### src/rtl/fifo_ram_ctrl_if.sv
// Bundle of the FIFO controller's signals: producer side, consumer side, status and RAM port.
// Latency: pure wiring; no storage in this file.
// Backpressure: the producer watches full/almost_full; the consumer watches empty/rd_valid.
//
// Signal summary
//   producer : wr_en, wr_data -> ctrl ; full, almost_full <- ctrl
//   consumer : rd_en -> ctrl ; rd_data, rd_valid, empty, count <- ctrl
//   status   : overflow, underflow (sticky) <- ctrl
//   ram port : ram_wen, ram_w_addr, ram_w_data, ram_ren, ram_r_addr <- ctrl ; ram_r_data -> ctrl
// The master side is the environment: the producer, the consumer and the RAM.
// The slave side is the controller.
interface fifo_ram_ctrl_if #(
  parameter int DW = 32,
  parameter int AW = 4
);
  // producer
  logic          wr_en;
  logic [DW-1:0] wr_data;
  logic          full;
  logic          almost_full;
  // consumer
  logic          rd_en;
  logic [DW-1:0] rd_data;
  logic          rd_valid;
  logic          empty;
  logic [AW:0]   count;
  // sticky error status
  logic          overflow;
  logic          underflow;
  // storage RAM port
  logic          ram_wen;
  logic [AW-1:0] ram_w_addr;
  logic [DW-1:0] ram_w_data;
  logic          ram_ren;
  logic [AW-1:0] ram_r_addr;
  logic [DW-1:0] ram_r_data;

  modport master (
    output wr_en, wr_data, rd_en, ram_r_data,
    input  full, almost_full, rd_data, rd_valid, empty, count,
           overflow, underflow,
           ram_wen, ram_w_addr, ram_w_data, ram_ren, ram_r_addr
  );

  modport slave (
    input  wr_en, wr_data, rd_en, ram_r_data,
    output full, almost_full, rd_data, rd_valid, empty, count,
           overflow, underflow,
           ram_wen, ram_w_addr, ram_w_data, ram_ren, ram_r_addr
  );
endinterface

### src/rtl/fifo_ram_ctrl.sv
// Synchronous FIFO controller that keeps its storage in an external dual-port RAM.
// Latency: one cycle from an accepted read to rd_valid/rd_data. A write is visible to reads on the next cycle.
// Backpressure: writes while full and reads while empty are dropped and flagged as sticky overflow/underflow.
//
// Ports
//   clk  : rising-edge clock
//   rstn : synchronous active-low reset
//   bus  : fifo_ram_ctrl_if.slave; producer, consumer, status and RAM-port signals
// Pointers are AW+1 bits wide. The low AW bits address the RAM. The MSB is a wrap
// bit, so full and empty can be told apart when the low bits match.
module fifo_ram_ctrl #(
  parameter int DW     = 32,
  parameter int AW     = 4,
  parameter int AF_LVL = 12
) (
  input  logic           clk,
  input  logic           rstn,
  fifo_ram_ctrl_if.slave bus
);

  localparam logic [AW:0] AF_THR = (AW+1)'(AF_LVL);

  // registered state
  logic [AW:0] wptr_q, wptr_d;
  logic [AW:0] rptr_q, rptr_d;
  logic        rd_valid_q, rd_valid_d;
  logic        overflow_q, overflow_d;
  logic        underflow_q, underflow_d;

  // decoded status
  logic [AW:0] count;
  logic        empty;
  logic        full;
  logic        almost_full;
  logic        wr_acc;
  logic        rd_acc;
  logic [DW-1:0] w_data;

  // Flags come only from the registered pointers, never from this cycle's requests.
  always_comb begin
    count       = wptr_q - rptr_q;
    empty       = (wptr_q == rptr_q);
    full        = (wptr_q[AW-1:0] == rptr_q[AW-1:0]) && (wptr_q[AW] != rptr_q[AW]);
    almost_full = (count >= AF_THR);
  end

  // Acceptance uses this cycle's flags. A full FIFO still accepts a read, and an
  // empty FIFO still accepts a write. Data written this cycle cannot be read back
  // in the same cycle.
  always_comb begin
    wr_acc = bus.wr_en & ~full;
    rd_acc = bus.rd_en & ~empty;
  end

  // Next-state logic
  always_comb begin
    wptr_d      = wptr_q;
    rptr_d      = rptr_q;
    rd_valid_d  = rd_acc;
    overflow_d  = overflow_q;
    underflow_d = underflow_q;

    if (wr_acc) begin
      wptr_d = wptr_q + {{AW{1'b0}}, 1'b1};
    end
    if (rd_acc) begin
      rptr_d = rptr_q + {{AW{1'b0}}, 1'b1};
    end
    if (bus.wr_en && full) begin
      overflow_d = 1'b1;
    end
    if (bus.rd_en && empty) begin
      underflow_d = 1'b1;
    end
  end

  always_ff @(posedge clk) begin
    if (!rstn) begin
      wptr_q      <= '0;
      rptr_q      <= '0;
      rd_valid_q  <= 1'b0;
      overflow_q  <= 1'b0;
      underflow_q <= 1'b0;
    end else begin
      wptr_q      <= wptr_d;
      rptr_q      <= rptr_d;
      rd_valid_q  <= rd_valid_d;
      overflow_q  <= overflow_d;
      underflow_q <= underflow_d;
    end
  end

  // RAM strobes are gated by rstn so the RAM is never written or read while reset is held.
  // A write and a read never hit the same slot in the same cycle. That would need
  // a full FIFO, and a full FIFO rejects the write. So the RAM's
  // read-during-write behaviour does not matter.
  always_comb begin
    w_data = bus.wr_data;
  end

  assign bus.ram_wen     = wr_acc & rstn;
  assign bus.ram_w_addr  = wptr_q[AW-1:0];
  assign bus.ram_w_data  = w_data;
  assign bus.ram_ren     = rd_acc & rstn;
  assign bus.ram_r_addr  = rptr_q[AW-1:0];

  // RAM read latency matches the rd_valid register, so the data passes straight through.
  assign bus.rd_data     = bus.ram_r_data;
  assign bus.rd_valid    = rd_valid_q;

  assign bus.full        = full;
  assign bus.almost_full = almost_full;
  assign bus.empty       = empty;
  assign bus.count       = count;
  assign bus.overflow    = overflow_q;
  assign bus.underflow   = underflow_q;

endmodule

### src/flat_wrapper.sv
// flat-port wrapper written by rule: the top's interface ports become plain ports
module fifo_ram_ctrl_flat 
#(
  parameter int DW     = 32,
  parameter int AW     = 4,
  parameter int AF_LVL = 12
)
  (clk, rstn, bus_wr_en, bus_wr_data, bus_rd_en, bus_ram_r_data, bus_full, bus_almost_full, bus_rd_data, bus_rd_valid, bus_empty, bus_count, bus_overflow, bus_underflow, bus_ram_wen, bus_ram_w_addr, bus_ram_w_data, bus_ram_ren, bus_ram_r_addr);
  fifo_ram_ctrl_if #(.DW(DW), .AW(AW)) bus_i ();
  input  logic clk;
  input  logic rstn;
  input wire logic [$bits(bus_i.wr_en)-1:0] bus_wr_en;
  input wire logic [$bits(bus_i.wr_data)-1:0] bus_wr_data;
  input wire logic [$bits(bus_i.rd_en)-1:0] bus_rd_en;
  input wire logic [$bits(bus_i.ram_r_data)-1:0] bus_ram_r_data;
  output wire logic [$bits(bus_i.full)-1:0] bus_full;
  output wire logic [$bits(bus_i.almost_full)-1:0] bus_almost_full;
  output wire logic [$bits(bus_i.rd_data)-1:0] bus_rd_data;
  output wire logic [$bits(bus_i.rd_valid)-1:0] bus_rd_valid;
  output wire logic [$bits(bus_i.empty)-1:0] bus_empty;
  output wire logic [$bits(bus_i.count)-1:0] bus_count;
  output wire logic [$bits(bus_i.overflow)-1:0] bus_overflow;
  output wire logic [$bits(bus_i.underflow)-1:0] bus_underflow;
  output wire logic [$bits(bus_i.ram_wen)-1:0] bus_ram_wen;
  output wire logic [$bits(bus_i.ram_w_addr)-1:0] bus_ram_w_addr;
  output wire logic [$bits(bus_i.ram_w_data)-1:0] bus_ram_w_data;
  output wire logic [$bits(bus_i.ram_ren)-1:0] bus_ram_ren;
  output wire logic [$bits(bus_i.ram_r_addr)-1:0] bus_ram_r_addr;
  assign bus_i.wr_en = bus_wr_en;
  assign bus_i.wr_data = bus_wr_data;
  assign bus_i.rd_en = bus_rd_en;
  assign bus_i.ram_r_data = bus_ram_r_data;
  assign bus_full = bus_i.full;
  assign bus_almost_full = bus_i.almost_full;
  assign bus_rd_data = bus_i.rd_data;
  assign bus_rd_valid = bus_i.rd_valid;
  assign bus_empty = bus_i.empty;
  assign bus_count = bus_i.count;
  assign bus_overflow = bus_i.overflow;
  assign bus_underflow = bus_i.underflow;
  assign bus_ram_wen = bus_i.ram_wen;
  assign bus_ram_w_addr = bus_i.ram_w_addr;
  assign bus_ram_w_data = bus_i.ram_w_data;
  assign bus_ram_ren = bus_i.ram_ren;
  assign bus_ram_r_addr = bus_i.ram_r_addr;
  fifo_ram_ctrl #(.DW(DW), .AW(AW), .AF_LVL(AF_LVL)) u_core (.clk(clk), .rstn(rstn), .bus(bus_i));
endmodule
### config.mk
export PLATFORM = sky130hd
export DESIGN_NAME = fifo_ram_ctrl_flat
export DESIGN_NICKNAME = d
export VERILOG_FILES = /design/src/rtl/fifo_ram_ctrl_if.sv /design/src/rtl/fifo_ram_ctrl.sv /design/src/flat_wrapper.sv
export SDC_FILE = /design/constraint.sdc
export NUM_CORES = 1
export LEC_CHECK = 0
export CAP_MARGIN = 5
export CORE_ASPECT_RATIO = 1.2
export CORE_UTILIZATION = 30
export DETAILED_ROUTE_END_ITERATION = 6
export PLACE_DENSITY = 0.84
export SLEW_MARGIN = 10
export SYNTH_ARGS = -nofsm -noshare
export SYNTH_HDL_FRONTEND = slang
export SYNTH_SLANG_ARGS = --single-unit
export TNS_END_PERCENT = 30
### constraint.sdc
create_clock -name clk -period 3.35 [get_ports clk]
set_input_delay 0.67 -clock clk [delete_from_list [all_inputs] [get_ports clk]]
set_output_delay 0.67 -clock clk [all_outputs]
set_load 0.02 [all_outputs]
== Word level (Yosys, flattened, before mapping) ==
Index checks and enable logic that the tools add are counted.
Operators by class
  reduce and logical (&&, ||, !) cells: 3
  eq/ne operators: 3
  bitwise operators: 6
  $lt $le $gt $ge: 1
  add/sub/neg operators: 3
Operator list (number)
  $add A5 B1 Y5 const B: 2
  $eq A5 B5 Y1: 1
  $ge A5 B4 Y1 const B: 1
  $sub A5 B5 Y5: 1
  $and A1 B1 Y1: 4
  $eq A4 B4 Y1: 1
  $logic_and A1 B1 Y1: 3
  $not A1 Y1: 2
  $ne A1 B1 Y1: 1
Storage, ports and cells
  output and inout bits: 85
  logic and storage cells: 21
  register bits after elaboration: 13
  input port bits: 68

== Depth between registers and ports, before layout ==
Gate-level depths: netlist of the first run.
  depth after elaboration: 5
  gate-level depth with buffers: 8
  depth with buffers taken out: 8

== Least setup slack after synthesis of the first run ==
Ideal clock, no wire load.
  path type: reg-to-output
  from: reg u_core.rptr_q[0]
  to: out bus_almost_full
  arrival: 1.643 ns
  path slack: 1.037 ns
  data required time: 2.680 ns
  stages on the path, launching flop included: 8
  buffers on the path: 0
  cell sequence: dfxtp_1 > ha_1 > inv_1 > fa_1 > xnor2_1 > inv_1 > nand4_1 > nand4b_1
On the way
  longest elaborated chain between the ends: 2
RTL lines
  from (decl): line fifo_ram_ctrl.sv:25  | logic [AW:0] rptr_q, rptr_d;
  from (signal assigned): line fifo_ram_ctrl.sv:86  | rptr_q <= rptr_d;
  $sub A5 B5 Y5: line fifo_ram_ctrl.sv:41  | count = wptr_q - rptr_q;
  via bus_count[2]: line flat_wrapper.sv:21  | output wire logic [$bits(bus_i.count)-1:0] bus_count;
  $ge A5 B4 Y1: line fifo_ram_ctrl.sv:44  | almost_full = (count >= AF_THR);
  to (decl): line flat_wrapper.sv:17  | output wire logic [$bits(bus_i.almost_full)-1:0] bus_almost_full;
The timed path passes the listed nets, and every way through them passes these cells.

== Worst setup path after layout of the first run ==
  from: reg u_core.rptr_q[2]
  to: out bus_ram_ren
On the way
  longest elaborated chain between the ends: 4
RTL lines
  $eq A5 B5 Y1: line fifo_ram_ctrl.sv:42  | empty = (wptr_q == rptr_q);
  $not A1 Y1: line fifo_ram_ctrl.sv:52  | rd_acc = bus.rd_en & ~empty;
  $and A1 B1 Y1: line fifo_ram_ctrl.sv:52
  $and A1 B1 Y1: line fifo_ram_ctrl.sv:104  | assign bus.ram_ren = rd_acc & rstn;
  to (decl): line flat_wrapper.sv:27  | output wire logic [$bits(bus_i.ram_ren)-1:0] bus_ram_ren;
No other way between the ends.

==> results of run 1 <==
[per-layer routing]
metal	vias to the layer above	global-route usage (%)
met2	35	14.7
li1	391	-
met1	372	9.91
met4	0	10.7
met3	26	3.74
met5	-	0
[cell type report]
cell class | instances | area, sq um | share of cell area (%)
inverters | 7 | 26.3 | 2.19
clock buffers | 4 | 45.0 | 3.75
repair buffers | 26 | 255 | 21.2
well taps | 56 | 70.1 | 5.83
multi-input cells | 75 | 546 | 45.4
flip-flops and latches | 13 | 260 | 21.6
[report_power, final]
part | leakage (uW) | internal [uW] | switching, uW
logic | 0.000329 | 111 | 133
registers | 0.000106 | 165 | 9.23
clock network | 0.0000228 | 83.8 | 52.9
[cells by family (layout without fill, tap and decap cells)]
group / after synthesis / after routing / synth area share (%)
adders and majority gates: 7 / 7 / 6.85
buffers and inverters: 82 / 37 / 41.9
DFF: 13 / 13 / 18.8
muxes: 10 / 10 / 7.21
AOI/OAI and AO/OA: 14 / 14 / 7.12
xor gates and xnor gates: 4 / 4 / 3.07
and+or+nand+nor: 40 / 40 / 15.1
[synthesized netlist by cell type (all sizes together)]
library cell  number  area share, %
a2111oi            1            1.1
a211o              1           0.63
a21boi             2            1.6
a21oi              8            2.9
a31oi              2           0.90
and2               5            2.3
and4               1           0.63
buf               73             39
clkbuf             2           0.54
dfxtp             13             19
fa                 1            1.4
ha                 6            5.4
inv                7            1.9
mux2i             10            7.2
nand2             18            4.9
nand2b             6            2.7
nand3              2           0.72
nand3b             1           0.54
nand4              4            1.8
nand4b             1           0.63
nor2b              2           0.90
xnor2              2            1.8
xor2               2            1.3
[stage by stage]
stage / setup WS [ps] / total power [uW]
global route: 19.2 / 589
CTS: 171 / 562
finish: 161 / 555
floorplan: 1040 / 443
global placement: 445 / 421
detailed placement: 432 / 423
[placed cells by master, fill, tap and decap left out, types with 3 or more instances in the layout]
cell | netlist | routed
sky130_fd_sc_hd__and2_1 | 5 | 5
sky130_fd_sc_hd__nand2_1 | 18 | 18
sky130_fd_sc_hd__inv_1 | 7 | 7
sky130_fd_sc_hd__clkbuf_8 | 0 | 3
sky130_fd_sc_hd__a21oi_1 | 8 | 8
sky130_fd_sc_hd__ha_1 | 6 | 6
sky130_fd_sc_hd__nand2b_1 | 6 | 6
sky130_fd_sc_hd__clkdlybuf4s50_1 | 0 | 24
sky130_fd_sc_hd__nand4_1 | 4 | 4
sky130_fd_sc_hd__dfxtp_1 | 13 | 13
sky130_fd_sc_hd__mux2i_1 | 10 | 10
[worst min-delay path: stages, from the launching register on]
cell	delay (ps)
sky130_fd_sc_hd__dfxtp_1	310
sky130_fd_sc_hd__nand2_1	60
sky130_fd_sc_hd__mux2i_1	50
[state kept, by name, indices dropped and copies added, names as in the netlist]
register              count
u_core.bus.rd_valid       1
u_core.bus.underflow      1
u_core.rptr_q             5
u_core.wptr_q             5
u_core.bus.overflow       1
[how the worst min path moves through the flow]
stage                      from                to  slack, ps  depth (start not counted)
2_1_floorplan  u_core.rptr_q[3]  u_core.rptr_q[3]        450                          2
3_3_place_gp   u_core.rptr_q[3]  u_core.rptr_q[3]        460                          2
3_5_place_dp   u_core.rptr_q[3]  u_core.rptr_q[3]        470                          2
4_1_cts        u_core.rptr_q[3]  u_core.rptr_q[3]        480                          2
5_1_grt        u_core.rptr_q[3]  u_core.rptr_q[3]        510                          2
6_report       u_core.rptr_q[3]  u_core.rptr_q[3]        470                          2
==> flow_metrics.py, run 1 <==
metrics = {
    "drt": {
        "drc": 0,
        "post_drt_wl_per_cell_microns": 12.8,
        "drtIter0Drc": 14,
        "wl_met3_microns": 219,
        "per_cell_via_count_in_the_routed_design": 4.55,
        "final_antenna_net_count": 0,
        "top_signal_layer_used": "met4",
        "vias": 824,
        "route.met2.wl_microns": 1030,
        "drt_pass1_iterations": 4,
        "drt-total-wl_microns": 2320,
        "drt-met1-wl_microns": 925,
    },
    "synthesis": {
        "ys_types": 24,
        "syn_area_sq_mm": 0.00139,
        "synth-warning-count": 0,
        "number_of_standard_cells_after_synthesis": 170,
        "synth_seq_area_share_pct": 18.8,
        "yosys_reg_bits": 13,
        "postSynthNetCount": 245,
        "mean_post_synth_cell_area_sq_um": 8.16,
    },
    "critical_path": {
        "worst-setup-path-type": "reg -> out",
        "critical_path.top_delay_family": "buffers and inverters",
        "reg2reg_depth": 5,
        "timing.critical_path.from": "u_core.rptr_q[2]",
        "critical_path.reg2reg.endpoint": "u_core.rptr_q[4]",
        "cp_slowest_cell": "sky130_fd_sc_hd__clkdlybuf4s50_1",
        "crit_fanout": 12,
        "critical_path_required_ps": 2680,
        "cp.buffers_inverters": 2,
        "cells_along_the_critical_path": "inv_1, ha_1, and4_1, a21boi_2, and2_1, clkdlybuf4s50_1",
        "crit-reg2reg-launch": "u_core.rptr_q[2]",
        "critPathMaxStageDelay_ps": 600,
        "setup.worst_path.end_class": "output pin",
        "crit_end": "bus_ram_ren",
        "crit_cells": 6,
        "critical_path_arrival_ps": 2520,
        "worst-r2r-setup-slack_ps": 1390,
        "crit_path_start_kind": "register",
    },
    "cts": {
        "post_cts_hold_buffer_count": 0,
        "cts.htree.levels": 1,
        "cts_made_buffers": 3,
        "cts_setup_buffers": 0,
        "clock-root-buffer": "sky130_fd_sc_hd__clkbuf_8",
        "cts_sink_cnt": 13,
        "path_clk_slew_ps": 50,
        "clkLatencyLatePin_ps": 240,
        "cts_repair_resize_count": 0,
        "tritoncts": "done",
        "cts.path.max_buffers": 2,
    },
    "floorplanning": {
        "die_w_microns": 64.1,
        "rows": 26,
        "initial_core_util_pct": 31.8,
        "ioPinCount": 153,
        "die_y_microns": 76.5,
        "fp.dieArea_sq_mm": 0.00490,
        "core_area_sq_mm": 0.00436,
    },
    "sta": {
        "setup_total_negative_slack_ps": 0,
        "tightest_slew_ps": 483,
        "period_share_pct": 95.2,
        "maxSlewViolCount": 0,
        "fin_crit_ps": 3190,
        "setup_viol": 0,
        "worst_slew_margin_rel_pct": 67.8,
        "timing.clock.skew_ps": 3.30,
        "clock.fmax_mhz": 314,
        "fin_worst_hold_slack_ps": 472,
        "rsz0062_at_grt": "false",
        "timing.final.hold_violations": 0,
    },
    "pwr": {
        "p_leak_uw": 0.000457,
        "ir_drop_mv": 0.113,
        "p_per_area_mw_per_mm2": 462,
    },
    "layout": {
        "postLayoutCellArea_sq_mm": 0.00120,
        "area.growth.synth_to_final_pct": -13.3,
        "layoutNonFillerInstCount": 181,
        "antenna-diode-count": 0,
        "postLayoutCoreUtil_pct": 27.6,
        "fillers": 475,
        "fin_nets": 201,
        "final_layout_size_suffix_gt1_share_pct": 7.20,
    },
    "placed_design": {
        "detailedPlacementHpwl_microns": 1830,
        "numPlacedInstances": 177,
        "gp_congestion": 0.778,
        "portBuffers": 24,
        "dpl_cell_area_sq_mm": 0.00116,
    },
    "grt": {
        "global_route_wire_length_before_repair_microns": 3800,
        "maximum_number_of_pins_on_one_net_before_global_route_repair": 20,
        "globalRouteTotalUtil_pct": 9.86,
        "antenna_found_initial": 0,
        "grt_pass1_vias": 837,
        "grt_overflow_total": 0,
    },
    "outcome": {
        "run_status": "finished, final reports clean",
    },
    "job": {
        "number_of_max_cap_violations": 0,
    },
    "min_path": {
        "hold_class": "reg -> reg",
    },
}
(Power assumes the default switching activity.)
==> run 2, diff against run 1 <==
--- a/config.mk
+++ b/config.mk
@@ -7,9 +7,10 @@
 export LEC_CHECK = 0
 export CAP_MARGIN = 5
 export CORE_ASPECT_RATIO = 1.2
-export CORE_UTILIZATION = 30
+export CORE_UTILIZATION = 31
+export CTS_BUF_LIST = sky130_fd_sc_hd__clkbuf_2 sky130_fd_sc_hd__clkbuf_4 sky130_fd_sc_hd__clkbuf_8
 export DETAILED_ROUTE_END_ITERATION = 6
-export PLACE_DENSITY = 0.84
+export PLACE_DENSITY = 0.87
 export SLEW_MARGIN = 10
 export SYNTH_ARGS = -nofsm -noshare
 export SYNTH_HDL_FRONTEND = slang
==> run 2 against run 1 <==
  * Global-route usage down 0.065 points
  * Via count is 0.73% lower
  * Fmax rose by 0.47%
  * Power fell by 0.32%
  * Flip-flop and latch count did not move
  * Setup slack gained 15 ps
  * Clock-buffer cell count unchanged
  * Sequential share of layout area increased by 0.068 points
  * Die area shrank 3.1%
  * Core utilization grew 0.54 points
  * Wire length down 1.5%
  * Final area fell by 0.31%
  * Critical path type unchanged
  * Highest routed layer unchanged
==> flow_metrics.py, run 2 (synthesis results as in run 1) <==
metrics = {
    "outcome": {
        "run_status": "finished, final reports clean",
    },
    "sta": {
        "rsz0062_at_grt": "false",
        "timing.clock.skew_ps": 1.69,
        "maxSlewViolCount": 0,
        "setup_viol": 0,
        "worst_slew_margin_rel_pct": 69.0,
        "tightest_slew_ps": 465,
        "setup_total_negative_slack_ps": 0,
        "period_share_pct": 94.7,
        "fin_crit_ps": 3170,
        "timing.final.hold_violations": 0,
        "final.setup.worst_slack_ps": 176,
        "clock.fmax_mhz": 315,
    },
    "floorplanning": {
        "fp.dieArea_sq_mm": 0.00475,
        "rows": 26,
        "initial_core_util_pct": 32.6,
        "die_w_microns": 63.1,
        "core_area_sq_mm": 0.00426,
        "die_y_microns": 75.3,
        "ioPinCount": 153,
    },
    "critical_path": {
        "setup.worst_path.end_class": "output pin",
        "critical_path_required_ps": 2680,
        "worst-setup-path-type": "reg -> out",
        "crit_path_start_kind": "register",
        "critical_path_arrival_ps": 2500,
        "reg2reg_depth": 5,
        "crit_fanout": 12,
    },
    "job": {
        "number_of_max_cap_violations": 0,
    },
    "cts": {
        "cts.path.max_buffers": 2,
        "clkLatencyLatePin_ps": 230,
        "post_cts_hold_buffer_count": 0,
        "tritoncts": "done",
        "clock-root-buffer": "sky130_fd_sc_hd__clkbuf_8",
        "cts_sink_cnt": 13,
        "path_clk_slew_ps": 50,
        "cts_repair_resize_count": 0,
        "cts_made_buffers": 3,
        "cts.htree.levels": 1,
        "cts_setup_buffers": 0,
    },
    "placed_design": {
        "detailedPlacementHpwl_microns": 1900,
        "gp_congestion": 0.780,
        "portBuffers": 24,
        "numPlacedInstances": 176,
        "placement.setup.worst_slack_ps": 430,
    },
    "drt": {
        "post_drt_wl_per_cell_microns": 12.7,
        "per_cell_via_count_in_the_routed_design": 4.54,
        "final_antenna_net_count": 0,
        "drt_pass1_iterations": 4,
        "drt-total-wl_microns": 2290,
        "drtIter0Drc": 6,
        "drc": 0,
        "vias": 818,
    },
    "min_path": {
        "hold_class": "reg -> reg",
        "min_path_cells": 2,
    },
    "layout": {
        "antenna-diode-count": 0,
        "commonest_cells_after_routing_fill_and_taps_aside": "24 x sky130_fd_sc_hd__clkdlybuf4s50_1, 18 x sky130_fd_sc_hd__nand2_1, 13 x sky130_fd_sc_hd__dfxtp_1",
        "layoutNonFillerInstCount": 180,
        "fin_nets": 200,
        "biggestRegsByFlops": "u_core.rptr_q x5, u_core.wptr_q x5",
        "area.growth.synth_to_final_pct": -13.6,
        "mostFrequentLayoutCell": "sky130_fd_sc_hd__clkdlybuf4s50_1",
        "final_layout_size_suffix_gt1_share_pct": 7.26,
    },
    "pwr": {
        "ir_drop_mv": 0.169,
        "p_leak_uw": 0.000455,
        "p_per_area_mw_per_mm2": 462,
    },
    "grt": {
        "grt_pass1_vias": 757,
        "global_route_wire_length_before_repair_microns": 3530,
        "antenna_found_initial": 0,
        "globalRouteTotalUtil_pct": 9.79,
        "grt_overflow_total": 0,
        "maximum_number_of_pins_on_one_net_before_global_route_repair": 15,
    },
}
==> run 2: cell types whose count changed in the layout (fill, tap and decap cells not counted) <==
cell	before	now
sky130_fd_sc_hd__buf_4	2	1
sky130_fd_sc_hd__clkbuf_4	0	1
sky130_fd_sc_hd__clkbuf_1	1	0
==> run 2: where the power goes <==
| group | switching (uW) | total [uW] | leakage (uW) | internal [uW] |
|---|---|---|---|---|
| Clock | 47.6 | 139 | 0.0000262 | 91.5 |
| Sequential | 12.5 | 178 | 0.000106 | 165 |
| Combinational | 129 | 237 | 0.000324 | 108 |
==> run 2: metrics by stage <==
step	instance area [sq um]	hold WS, ps	util [%]	total power (uW)
finish	1200	490	28.1	553
detailed placement	1150	485	27.0	419
global placement	1150	479	27.0	416
CTS	1200	493	28.1	560
floorplan	1390	448	-	443
global route	1200	518	28.1	590
==> run 2: layer usage <==
metal  routed length (microns)  vias to the layer above  global-route usage (%)
met2                      1030                       35                    14.5
met1                       820                      363                    9.40
met4                       206                        0                    13.7
met3                       225                       30                    3.74
met5                         0                        -                       0
li1                          -                      390                       -
==> run 2: cell type report <==
type / instances / area (sq um)
Clock buffer: 4 / 48.8
Fill cell: 445 / 3060
Multi-Input combinational cell: 75 / 546
Timing Repair Buffer: 25 / 248
Inverter: 7 / 26.3
Sequential cell: 13 / 260
Tap cell: 56 / 70.1
==> run 2: worst paths after layout <==
check                         from  slack [ps]               end
setup / recovery  u_core.rptr_q[3]         180       bus_ram_ren
hold / removal    u_core.rptr_q[3]         490  u_core.rptr_q[3]
setup reg to reg  u_core.rptr_q[3]        1320  u_core.rptr_q[4]
hold reg to reg   u_core.rptr_q[3]         490  u_core.rptr_q[3]
==> run 2: critical path: stages (launching register included) <==
cell	delay, ps
sky130_fd_sc_hd__dfxtp_1	360
sky130_fd_sc_hd__inv_1	100
sky130_fd_sc_hd__ha_1	390
sky130_fd_sc_hd__and4_1	520
sky130_fd_sc_hd__a21boi_2	170
sky130_fd_sc_hd__and2_1	190
sky130_fd_sc_hd__clkdlybuf4s50_1	530
==> run 3, diff against run 2 <==
--- a/config.mk
+++ b/config.mk
@@ -5,12 +5,14 @@
 export SDC_FILE = /design/constraint.sdc
 export NUM_CORES = 1
 export LEC_CHECK = 0
-export CAP_MARGIN = 5
+export CAP_MARGIN = 20
 export CORE_ASPECT_RATIO = 1.2
 export CORE_UTILIZATION = 31
 export CTS_BUF_LIST = sky130_fd_sc_hd__clkbuf_2 sky130_fd_sc_hd__clkbuf_4 sky130_fd_sc_hd__clkbuf_8
+export CTS_CLUSTER_DIAMETER = 200
 export DETAILED_ROUTE_END_ITERATION = 6
 export PLACE_DENSITY = 0.87
+export REMOVE_ABC_BUFFERS = 1
 export SLEW_MARGIN = 10
 export SYNTH_ARGS = -nofsm -noshare
 export SYNTH_HDL_FRONTEND = slang
==> run 3 against run 2 <==
  * Setup slack worse by 19 ps
  * Sequential power barely moved
  * Wire length rose to 3.2 times the previous value
  * Cell count unchanged
  * Via count up 16%
  * Clock-buffer cell count is the same
  * Fmax fell by 0.58%
  * Register-to-register slack better by 90 ps
  * Core utilization unchanged
==> flow_metrics.py, run 3 (synthesis results as in run 1) <==
metrics = {
    "layout": {
        "area.growth.synth_to_final_pct": -13.6,
        "biggestRegsByFlops": "u_core.rptr_q x5, u_core.wptr_q x5",
        "final_layout_size_suffix_gt1_share_pct": 7.26,
        "mostFrequentLayoutCell": "sky130_fd_sc_hd__clkdlybuf4s50_1",
        "fin_nets": 200,
        "antenna-diode-count": 0,
        "commonest_cells_after_routing_fill_and_taps_aside": "24 x sky130_fd_sc_hd__clkdlybuf4s50_1, 18 x sky130_fd_sc_hd__nand2_1, 13 x sky130_fd_sc_hd__dfxtp_1",
    },
    "grt": {
        "grt_overflow_total": 0,
        "global_route_wire_length_before_repair_microns": 9060,
        "met1_capacity_usage_during_global_routing_pct": 10.4,
        "antenna_found_initial": 0,
        "maximum_number_of_pins_on_one_net_before_global_route_repair": 17,
        "grt_most_used_layer": "met2",
        "grt_pass1_vias": 891,
        "grtUsageMet2_pct": 59.6,
        "use_met3_pct": 37.4,
        "globalRouteTotalUtil_pct": 30.6,
    },
    "sta": {
        "fin_crit_ps": 3190,
        "maxSlewViolCount": 0,
        "period_share_pct": 95.3,
        "clock.fmax_mhz": 313,
        "timing.clock.skew_ps": 2.97,
        "setup_total_negative_slack_ps": 0,
        "rsz0062_at_grt": "false",
        "tightest_slew_ps": 443,
        "timing.final.hold_violations": 0,
        "worst_slew_margin_rel_pct": 70.5,
        "setup_viol": 0,
    },
    "drt": {
        "drt_pass1_iterations": 4,
        "per_cell_via_count_in_the_routed_design": 5.29,
        "final_antenna_net_count": 0,
        "post_drt_wl_per_cell_microns": 40.1,
        "drc": 0,
        "drtIter0Drc": 41,
        "vias": 952,
        "drt-total-wl_microns": 7210,
    },
    "floorplanning": {
        "rows": 26,
        "die_w_microns": 63.1,
        "fp.dieArea_sq_mm": 0.00475,
        "ioPinCount": 153,
        "die_y_microns": 75.3,
        "core_area_sq_mm": 0.00426,
        "initial_core_util_pct": 32.6,
    },
    "min_path": {
        "hold_class": "reg -> reg",
    },
    "pwr": {
        "p_per_area_mw_per_mm2": 473,
        "ir_drop_mv": 0.206,
        "report.power.total_uw": 567,
        "p_leak_uw": 0.000455,
    },
    "job": {
        "number_of_max_cap_violations": 0,
    },
    "critical_path": {
        "cells_along_the_critical_path": "inv_1, ha_1, and4_1, a21boi_2, and2_1, clkdlybuf4s50_1",
        "worst-setup-path-type": "reg -> out",
        "setup.worst_path.end_class": "output pin",
        "cp_slowest_cell": "sky130_fd_sc_hd__clkdlybuf4s50_1",
        "crit_path_start_kind": "register",
        "critPathMaxStageDelay_ps": 600,
        "critical_path_required_ps": 2680,
        "critical_path_arrival_ps": 2520,
        "crit_fanout": 12,
    },
    "placed_design": {
        "gp_congestion": 1.03,
        "detailedPlacementHpwl_microns": 6740,
        "portBuffers": 24,
    },
    "cts": {
        "cts_made_buffers": 3,
        "clkLatencyLatePin_ps": 250,
        "post_cts_hold_buffer_count": 0,
        "cts_sink_cnt": 13,
        "cts_repair_resize_count": 0,
        "cts_setup_buffers": 0,
        "cts.htree.levels": 1,
        "tritoncts": "done",
        "path_clk_slew_ps": 60,
        "cts.path.max_buffers": 2,
        "clock-root-buffer": "sky130_fd_sc_hd__clkbuf_8",
    },
    "outcome": {
        "run_status": "finished, final reports clean",
    },
}
[run 3: metrics by stage]
stage               utilization (%)  hold slack [ps]  setup slack [ps]  instances  area (sq um)
global placement               27.0              460               437        176          1150
floorplan                         -              498               888         95           832
detailed placement             27.0              471               430        176          1150
CTS                            28.1              484               156        180          1200
finish                         28.1              478               158        180          1200
global route                   28.1              497              46.5        180          1200
[run 3: final cells by class]
cell class | instances | area, sq um
fillers | 443 | 3060
flip-flops and latches | 13 | 260
repair buffers | 25 | 248
clock buffers | 4 | 48.8
multi-input cells | 75 | 546
well taps | 56 | 70.1
inverters | 7 | 26.3
[run 3: power by group]
group | switching [uW] | internal [uW]
combinational | 133 | 108
clock | 57.3 | 92.2
sequential | 12.1 | 165
total | 202 | 365
[run 3: worst max-delay path: cells and delay by family (launching register included)]
| kind | cells | cell delay, ps |
|---|---|---|
| DFF | 1 | 370 |
| buffers and inverters | 2 | 700 |
| AOI/OAI and AO/OA | 1 | 290 |
| and+or+nand+nor | 2 | 540 |
| adders and majority gates | 1 | 380 |
[run 3: path summary, 6_finish.rpt]
check | end | startpoint | slack (ps) | cells past startpoint
max | bus_ram_ren | u_core.rptr_q[2] | 160 | 6
min | u_core.rptr_q[3] | u_core.rptr_q[3] | 480 | 2
max reg2reg | u_core.rptr_q[4] | u_core.rptr_q[2] | 1410 | 5
min reg2reg | u_core.rptr_q[3] | u_core.rptr_q[3] | 480 | 2
[run 3: routing by layer]
| metal | part of all wire (%) | vias up |
|---|---|---|
| met2 | 53 | 140 |
| met1 | 13 | 396 |
| li1 | - | 391 |
| met5 | 0.75 | - |
| met3 | 27 | 23 |
| met4 | 6.2 | 2 |
